<file path="src/rtl/seq_mag_cmp_pkg.sv">
// Shared types and constants for the sequential magnitude comparator.
// Cascade state encoding follows the 4-bit comparator cascade convention {agb,alb,aeb}.
package seq_mag_cmp_pkg;

  localparam int unsigned NIBBLE_W = 4;

  typedef enum logic [1:0] {
    IDLE = 2'd0,
    RUN  = 2'd1,
    DONE = 2'd2
  } state_e;

  typedef struct packed {
    logic agb;
    logic alb;
    logic aeb;
  } cas_t;

  localparam cas_t CAS_EQ = '{agb: 1'b0, alb: 1'b0, aeb: 1'b1};
  localparam cas_t CAS_GT = '{agb: 1'b1, alb: 1'b0, aeb: 1'b0};
  localparam cas_t CAS_LT = '{agb: 1'b0, alb: 1'b1, aeb: 1'b0};

  // An unequal nibble overrides the running state; equal nibbles pass it through.
  function automatic cas_t cas_update(input cas_t cur, input logic gt, input logic lt);
    cas_t nxt;
    nxt = cur;
    if (gt) begin
      nxt = CAS_GT;
    end else if (lt) begin
      nxt = CAS_LT;
    end
    return nxt;
  endfunction

endpackage

</file>
<file path="src/rtl/seq_mag_cmp_nibble_cmp.sv">
// Combinational 4-bit magnitude compare; shared across all steps of a compare.
module seq_mag_cmp_nibble_cmp
  import seq_mag_cmp_pkg::*;
(
  input  logic [NIBBLE_W-1:0] a_i,
  input  logic [NIBBLE_W-1:0] b_i,
  output logic                gt_c,
  output logic                lt_c
);

  assign gt_c = (a_i > b_i);
  assign lt_c = (a_i < b_i);

endmodule

</file>
<file path="src/rtl/seq_mag_cmp.sv">
// Multi-cycle WIDTH-bit magnitude comparator, one nibble per clock, driving a 4-bit cascade.
// SEQ_MAG_CMP_EARLY_EXIT_EN: process MSB nibble first and finish at the first unequal nibble.
module seq_mag_cmp
  import seq_mag_cmp_pkg::*;
#(
  parameter int unsigned WIDTH = 16
) (
  input  logic             clk,
  input  logic             rst,
  input  logic             start,
  input  logic [WIDTH-1:0] a,
  input  logic [WIDTH-1:0] b,
  input  logic             cas_agb,
  input  logic             cas_alb,
  input  logic             cas_aeb,
  output logic             busy,
  output logic             done,
  output logic             agb,
  output logic             alb,
  output logic             aeb
);

  localparam int unsigned NIBBLES = WIDTH / NIBBLE_W;
  localparam int unsigned CNT_W   = (NIBBLES > 1) ? $clog2(NIBBLES) : 1;

  state_e             state_q, state_d;
  logic [WIDTH-1:0]   sa_q, sa_d;
  logic [WIDTH-1:0]   sb_q, sb_d;
  logic [CNT_W-1:0]   cnt_q, cnt_d;
  cas_t               cas_q, cas_d;
  cas_t               res_q, res_d;
  logic               busy_q, busy_d;
  logic               done_q, done_d;

  logic [NIBBLE_W-1:0] nib_a, nib_b;
  logic                nib_gt_c, nib_lt_c;
  logic                last_step;

`ifdef SEQ_MAG_CMP_EARLY_EXIT_EN
  assign nib_a = sa_q[WIDTH-1 -: NIBBLE_W];
  assign nib_b = sb_q[WIDTH-1 -: NIBBLE_W];
`else
  assign nib_a = sa_q[NIBBLE_W-1:0];
  assign nib_b = sb_q[NIBBLE_W-1:0];
`endif

  seq_mag_cmp_nibble_cmp u_nibble_cmp (
    .a_i  (nib_a),
    .b_i  (nib_b),
    .gt_c (nib_gt_c),
    .lt_c (nib_lt_c)
  );

  assign last_step = (cnt_q == CNT_W'(NIBBLES - 1));

  // State register and datapath registers.
  always_ff @(posedge clk) begin
    if (rst) begin
      state_q <= IDLE;
      sa_q    <= '0;
      sb_q    <= '0;
      cnt_q   <= '0;
      cas_q   <= CAS_EQ;
      res_q   <= CAS_EQ;
      busy_q  <= 1'b0;
      done_q  <= 1'b0;
    end else begin
      state_q <= state_d;
      sa_q    <= sa_d;
      sb_q    <= sb_d;
      cnt_q   <= cnt_d;
      cas_q   <= cas_d;
      res_q   <= res_d;
      busy_q  <= busy_d;
      done_q  <= done_d;
    end
  end

  // Next-state and output logic; results only move in DONE.
  always_comb begin
    state_d = state_q;
    sa_d    = sa_q;
    sb_d    = sb_q;
    cnt_d   = cnt_q;
    cas_d   = cas_q;
    res_d   = res_q;
    done_d  = 1'b0;

    unique case (state_q)
      IDLE: begin
        if (start) begin
          sa_d    = a;
          sb_d    = b;
          cas_d   = '{agb: cas_agb, alb: cas_alb, aeb: cas_aeb};
          cnt_d   = '0;
          state_d = RUN;
        end
      end
      RUN: begin
        cas_d = cas_update(cas_q, nib_gt_c, nib_lt_c);
        cnt_d = cnt_q + CNT_W'(1);
`ifdef SEQ_MAG_CMP_EARLY_EXIT_EN
        sa_d = sa_q << NIBBLE_W;
        sb_d = sb_q << NIBBLE_W;
        if (last_step || nib_gt_c || nib_lt_c) begin
          state_d = DONE;
        end
`else
        sa_d = sa_q >> NIBBLE_W;
        sb_d = sb_q >> NIBBLE_W;
        if (last_step) begin
          state_d = DONE;
        end
`endif
      end
      DONE: begin
        res_d   = cas_q;
        done_d  = 1'b1;
        state_d = IDLE;
      end
      default: begin
        state_d = IDLE;
      end
    endcase

    busy_d = (state_d != IDLE);
  end

  assign busy = busy_q;
  assign done = done_q;
  assign agb  = res_q.agb;
  assign alb  = res_q.alb;
  assign aeb  = res_q.aeb;

endmodule
</file>
<file path="config.mk">
export PLATFORM = sky130hd
export DESIGN_NAME = seq_mag_cmp
export DESIGN_NICKNAME = d
export VERILOG_FILES = /design/src/rtl/seq_mag_cmp_pkg.sv /design/src/rtl/seq_mag_cmp_nibble_cmp.sv /design/src/rtl/seq_mag_cmp.sv
export SDC_FILE = /design/constraint.sdc
export NUM_CORES = 1
export LEC_CHECK = 0
export CORE_ASPECT_RATIO = 1.1
export CORE_MARGIN = 10
export CORE_UTILIZATION = 45
export DETAILED_ROUTE_END_ITERATION = 16
export GPL_TIMING_DRIVEN = 0
export PLACE_DENSITY = 0.82
export SYNTH_ARGS = -nofsm -noshare
export SYNTH_HDL_FRONTEND = slang
export SYNTH_SLANG_ARGS = --single-unit
</file>
<file path="constraint.sdc">
create_clock -name clk -period 1.55 [get_ports clk]
set_input_delay 0.31 -clock clk [delete_from_list [all_inputs] [get_ports clk]]
set_output_delay 0.31 -clock clk [all_outputs]
set_load 0.02 [all_outputs]
</file>
# Word level (Yosys, flattened, before mapping)
# Index checks and enable logic that the tools add are counted.
# classes
addsub,1
magnitude_cmp,2
eq_ne,5
n_mux,14
reduce_logical,5
# op_table
cell,n
16-bit one-hot mux with 2 select lines,2
16-bit two-way mux,2
3-bit two-way mux,3
2-bit one-hot mux with 2 select lines,2
2-bit two-way mux,3
3-bit one-hot mux with 2 select lines,1
2-bit == test (second input constant),2
4-bit > comparator,1
4-bit < comparator,1
2-bit nonzero test,2
3-bit inequality test (second input constant),1
3-bit AND reduction,1
2-bit by 1-bit adder with 2-bit output (second input constant),1
2-bit by 1-bit == test with 1-bit output (second input constant),1
2-bit logical NOT,1
2-bit inequality test (second input constant),1
2-bit AND reduction,1
1-bit two-way mux,1
# totals
ff_bits,44
input_bits,38
word_cells,39

# Longest topological paths before layout
# logic_depth
word_depth,4
depth_mapped,6

# Hierarchy
# Synthesis repeated with hierarchy kept, for this count alone.
# unflattened
cells_unflattened,224
area_unflattened_um2,2117.0
# modules_own_cells
mod,instances,cells_each,area_per_inst_um2,seq_area_each_um2
seq_mag_cmp,1,209,2003.2,880.8
seq_mag_cmp_nibble_cmp,1,15,113.9,0.0

# Worst setup path after synthesis
# Ideal clock, no wire load.
# synth_timing
kind,reg2reg
from,register sb_q[3]
to,register cas_q[0] (netlist bit)
setup_time_ns,0.120
t_arrival_ns,1.354
path_slack_ns,0.077
path_stages_with_launch,7
path_buffers,0
synth_period_minus_slack_ns,1.473
path_cell_list,dfxtp_1 > inv_1 > ha_1 > a21oi_1 > nand3b_1 > a21o_1 > a211o_1
# synth_via
elab_chain_len,3
elab_cells_between_ends,6
# synth_lines
element,line,rtl
"start, declared",seq_mag_cmp.sv:28,"logic [WIDTH-1:0] sb_q, sb_d;"
"start signal, assigned",seq_mag_cmp.sv:61,sb_q <= '0;
"start signal, assigned",seq_mag_cmp.sv:70,sb_q <= sb_d;
4-bit > comparator / 4-bit < comparator (equally long branches),"seq_mag_cmp_nibble_cmp.sv:11, seq_mag_cmp_nibble_cmp.sv:12",
3-bit inequality test (no source line) / 3-bit two-way mux (equally long branches),n/a,
3-bit AND reduction (no source line) / 3-bit one-hot mux with 2 select lines (equally long branches),n/a,
"end signal, assigned",seq_mag_cmp.sv:72,cas_q <= cas_d;
"end, declared",seq_mag_cmp.sv:30,"cas_t cas_q, cas_d;"
# Parallel ways exist; a longest one is shown, timed or not.
# A chain may end at the register's enable or synchronous reset.

# Final worst setup path
# layout_timing
from,register done_q (netlist: done)
to,output port done
# layout_lines
element,line,rtl
"start, declared",seq_mag_cmp.sv:33,"logic done_q, done_d;"
"start signal, assigned",seq_mag_cmp.sv:75,done_q <= done_d;
"end, declared",seq_mag_cmp.sv:17,"output logic done,"
# No word-level cell between the ends.

==> results.toml <==
[floorplan]
die_y_um = 88.8
pin_count = 43
fp.coreArea_sq_um = 4050
die-area_sq_um = 7330
die_w_um = 82.6
initial_core_util = 0.478
rows = 24

[yosys]
syn_avg_cell_area_sq_um = 8.85
syn_area_sq_um = 1940
synth_seq_cells = 44
synthCells = 219
synth_cell_types = 33
synth_fp_nets = 262
ys.warnings.count = 0
synth-seq-area-share = 0.454

[worst_setup_path]
crit_path_max_fanout = 1
worst_setup_path_end_kind = "primary output"
ff2ff_setup_slack_ps = 90
reg2reg_from = "sa_q[3]"
slowest_delay_ps = 590
r2r_cells = 5
critPathLaunchType = "flip-flop"
path_cells = "clkdlybuf4s50_1"
critPathBufInv = 1
regToRegEndpoint = "cas_q[0]"
cp_num_cells = 1
crit_family = "buffers and inverters"
critical_path_arrival_ps = 1190
cp_slowest_cell = "clkdlybuf4s50_1"
critPathKind = "flip-flop to primary output"
required_ps = 1240

[final_layout]
syn_to_final_growth_pct = 31.6
fin_nets = 312
antenna_cells = 0
stdcell_count = 322
multi_input_area_sq_um = 956
seqCellArea_sq_um = 881
drive_gt1_frac = 0.137
mostFrequentLayoutCell = "nand2_1"
final_cell_mix = "49 x nand2_1, 44 x dfxtp_1, 39 x nor2_1, 39 x clkdlybuf4s50_1, 14 x a311oi_1"
nFillCells = 367

[timing]
max_slew.worst_pin.slew_ps = 689
setup_viol = 0
fmax_mhz = 665
period_minus_slack_ps = 1500
maxSlewHeadroom = 0.540
finalClockSkew_ps = 3.63
final-hold-violation-count = 0
slew_viol_final = 0
fin_crit_sh = 0.971
timing.setup.tns_ps = 0
grt_setup_unrepaired = "no"
whs_ps = 467

[power_and_ir_drop]
comb_power_share = 0.188
p_int_uw = 1810
sw_frac_of_total = 0.258
peakVddDrop_mv = 0.634
leakage_uw = 0.00101
p_clk_frac = 0.298
switchingPower_uw = 628
power.total_uw = 2440
powerDensity_nw_per_um2 = 955
sequentialPowerShare = 0.515

[detailed_routing]
wire_per_inst_um = 14.5
first_pass_iters = 4
drt_iter0_drc = 123
num_vias = 1724
final_antenna_net_count = 0
route.detailed.drc = 0
wl_um = 4670
via_per_inst = 5.35

[clocking]
cts_made_buffers = 5
ctsHtreeMaxLevel = 2
clk_pin_slew_ps = 70
clock_latency_ps = 290
cts.sinks = 44
cts_hold_buf = 0
cts_tree = "built"
cts_root_buf = "clkbuf_8"
clock_path_buffers = 2

[grt]
grt_max_degree = 13
grt_pass1_vias = 1662
grt_pass1_wl_um = 7850
antenna_found_initial = 0
gr-total-overflow = 0
grt.total_usage = 0.136

[place]
io_buffers = 42
gp_congestion = 0.819
place_inst = 313
dp_hpwl_um = 3570

[worst_hold_path]
hold_end = "cas_q[1]"
holdPathStages = 2
holdCritPathClass = "flip-flop to flip-flop"
min_from = "cas_q[1]"

[run]
drv_cap = 0

[run_status]
run_status = "complete, no violations"
## what timing repair did
action / CTS / global route
buffers inserted: 0 / 1
gates resized for setup: 4 / 9
endpoints found under the setup margin: 14 / 30
endpoints found under the hold margin: 0 / 0
pin swaps: 0 / 3
## how the worst max path moves through the flow
stage	start	to	slack [ps]
floorplan	sb_q[3]	cas_q[0]	80
global placement	rst	sb_q[12]	-440
detailed placement	rst	agb	-480
CTS	aeb	aeb	2
global route	sa_q[3]	cas_q[0]	7
finish	done	done	50
## registers in the layout, indices dropped and copies added (netlist names)
name,count
busy,1
sb_q,16
cnt_q,2
sa_q,16
done,1
state_q,2
cas_q,3
agb,1
alb,1
aeb,1
## synthesized netlist by cell type
library cell / count / share of area
a211o_1: 1 / 0.0045
a211oi_1: 2 / 0.0077
a21o_1: 1 / 0.0039
a21oi_1: 2 / 0.0052
a221oi_1: 1 / 0.0045
a22oi_1: 9 / 0.035
a311oi_1: 14 / 0.063
a311oi_2: 10 / 0.077
a31oi_1: 1 / 0.0032
a32o_1: 1 / 0.0052
and2_1: 1 / 0.0032
and3_1: 2 / 0.0065
buf_1: 1 / 0.0019
buf_2: 6 / 0.015
buf_4: 4 / 0.015
buf_6: 2 / 0.012
clkbuf_1: 3 / 0.0058
dfxtp_1: 44 / 0.45
ha_1: 5 / 0.032
inv_1: 7 / 0.014
mux2i_1: 3 / 0.015
nand2_1: 49 / 0.095
nand2b_1: 1 / 0.0032
nand3b_1: 1 / 0.0039
nand4_1: 1 / 0.0032
nor2_1: 39 / 0.076
nor2_2: 1 / 0.0032
nor2_4: 1 / 0.0058
nor2b_1: 2 / 0.0065
nor3b_2: 1 / 0.0065
o211ai_1: 1 / 0.0039
o21a_1: 1 / 0.0039
o21bai_1: 1 / 0.0039
## metal layers
metal	track usage	wire (um)	up-vias	part of all wire
li1	-	-	870	-
met1	0.156	1910	792	0.41
met2	0.227	2270	54	0.49
met3	0.0507	420	8	0.090
met4	0.0457	76	0	0.016
met5	0	0	-	0
## cell type report
| class | instances | area share |
|---|---|---|
| buffer | 16 | 0.0412 |
| clock buffer | 8 | 0.0353 |
| inverter | 7 | 0.0103 |
| multi-input combinational | 152 | 0.375 |
| sequential | 44 | 0.345 |
| tap | 52 | 0.0255 |
| timing repair buffer | 43 | 0.168 |
## power by group through the flow
| stage | clock (uW) | sequential [uW] | combinational [uW] |
|---|---|---|---|
| after floorplan | 0 | 1270 | 273 |
| after global routing | 789 | 1260 | 509 |
| after CTS | 741 | 1250 | 443 |
| after global placement | 0 | 1280 | 429 |
| after detailed placement | 0 | 1280 | 438 |
| final | 725 | 1250 | 457 |
## cells by family after synthesis
kind of cell | count (synthesis) | share of synthesized area
AND/OR/NAND/NOR | 99 | 0.212
adder cells (fa/ha/maj) | 5 | 0.0323
multiplexers | 3 | 0.0155
AO/OA/AOI/OAI | 45 | 0.221
buffers and inverters | 23 | 0.0639
flip-flops | 44 | 0.454
## through the flow
step | setup slack [ps] | util | area [sq um]
after global routing | 7.00 | 0.629 | 2550
after detailed placement | -479 | 0.598 | 2420
after floorplan | 76.7 | - | 1940
after global placement | -441 | 0.598 | 2420
after CTS | 2.05 | 0.621 | 2520
final | 45.5 | 0.629 | 2550
## worst min-delay path: stages, from the launching register on
cell	delay [ps]
dfxtp_1	320
inv_1	60
a221oi_2	50
Power figures use the tool's default switching activity.
==> RTL edit, RTL diff (same settings) <==
Set the parameter `WIDTH` to 8 (it was 16).
--- a/src/rtl/seq_mag_cmp.sv
+++ b/src/rtl/seq_mag_cmp.sv
@@ -5,3 +5,3 @@
 #(
-  parameter int unsigned WIDTH = 16
+  parameter int unsigned WIDTH = 8
 ) (
Interface: changed (resized a and b); port bits go from 43 to 27. No check against the original RTL was run, so the function may have changed too.
==> RTL edit against the original RTL <==
Power is 42% lower. Sequential cell count is 17 lower. Worst setup slack worse by 16 ps. Die area is 32% lower. Largest cell class unchanged. Sequential power is 37% lower. Area after synthesis is 40% lower. Maximum frequency is 1.1% lower. First-iteration DRC count is 93% lower. Wire length is 46% lower. Cell count is 43% lower. Hold slack worse by 93 ps. Combinational power is 30% lower. Final area is 42% lower. Synthesized cell count is 44% lower.
==> RTL edit: results (changes against the original RTL) <==
| Metric | Value |
|---|---|
| Status | `completed` |
| Worst skew pair latency | `320 ps (+30 ps)` |
| Clock skew | `4.02 ps (+0.390 ps)` |
| Worst R2R Start | `sb_q[1]` |
| Drt initial violations | `8 (-93%)` |
| Worst reg2reg path depth | `7 (+2)` |
| Hpwl dp | `1950 um (-45%)` |
| Worst setup path category | `reg2reg` |
| Final net count | `178 (-43%)` |
| IR drop worst, VDD | `0.000731 V (+15%)` |
| Reg-to-reg slack, setup | `30 ps (-60 ps)` |
| Routed length on met2 | `1240 um (-45%)` |
| Clk root buf | `clkbuf_4` |
| Combinational power share | `23.0% (+4.2 points)` |
| TritonCTS buffer count | `3 (-2)` |
| M3 GR Usage | `3.53% (-1.5 points)` |
| CP arrival | `1780 ps (+590 ps)` |
| Count of cell types in the netlist | `27 (-18%)` |
| Count of buffers from port buffering | `25 (-40%)` |
| Met1 usage | `11.4% (-4.3 points)` |
| Pin count of the biggest net entering global routing | `15 (+2)` |
| Slew @ Worst Pin | `466 ps (-223 ps)` |
| Wire length on met3 | `138 um (-67%)` |
| Mean routed wirelength per cell | `13.8 um (-4.7%)` |
| Via Count | `945 (-45%)` |
| WHS | `374 ps (-92.8 ps)` |
| Met2 Track Usage GR | `17.2% (-5.5 points)` |
| GRT Overall Usage | `10.4% (-3.2 points)` |
| Clock group | `0.297 mW (-59%)` |
| Post-DP Area | `0.00144 mm^2 (-40%)` |
| Post-synth top cells | `27 x dfxtp_1, 26 x nor2_1, 12 x mux2i_1` |
| Top Registers | `sa_q x8, sb_q x8, cas_q x3` |
| Syn nets | `148 (-44%)` |
==> RTL edit: repair_timing <==
| item | in CTS | in global routing |
|---|---|---|
| setup endpoints to repair | 8 | 3 |
| pin swaps | 3 | 4 |
| resized for setup | 9 | 4 |
==> RTL edit: area by class of cell <==
class                   instances  area [um^2]  share of cell area, %
clock buffers                   4         26.3                   1.76
inverters                       7         26.3                   1.76
well taps                      31         38.8                   2.60
repair buffers                 25          244                   16.4
flip-flops and latches         27          543                   36.4
multi-input cells              82          567                   38.0
plain buffers                   6         45.0                   3.02
==> RTL edit: cells by family (layout without fill, tap and decap cells) <==
group / count (synthesis) / in the layout / share of synthesized area [%]
and+or+nand+nor: 38 / 38 / 14.8
muxes: 12 / 12 / 10.4
adders and majority gates: 4 / 4 / 4.33
DFF: 27 / 27 / 46.8
buffers and inverters: 13 / 42 / 6.18
AOI/OAI and AO/OA: 28 / 28 / 17.4
==> RTL edit: through the flow <==
step	power [mW]	instances	util (%)	worst slack [ps]
floorplan	0.994	122	-	92.1
global placement	1.09	178	58.4	-83.8
detailed placement	1.10	178	58.4	-114
CTS	1.40	182	59.8	10.9
global route	1.47	182	60.3	-88.7
finish	1.40	182	60.3	29.2
==> RTL edit: worst min path at each step <==
stage,cells past startpoint,start,end
2_1_floorplan,2,cas_q[0],aeb
3_3_place_gp,2,cas_q[0],aeb
3_5_place_dp,2,cas_q[2],cas_q[2]
4_1_cts,3,rst,aeb
5_1_grt,2,rst,sa_q[1]
6_report,3,rst,aeb
==> RTL edit: critical path, stage by stage (launching register included) <==
cell and delay, ps:
dfxtp_2 360, inv_2 40, ha_4 210, nor2b_4 120, o211ai_1 210, nand2_1 100
a21oi_2 210, mux2i_1 210
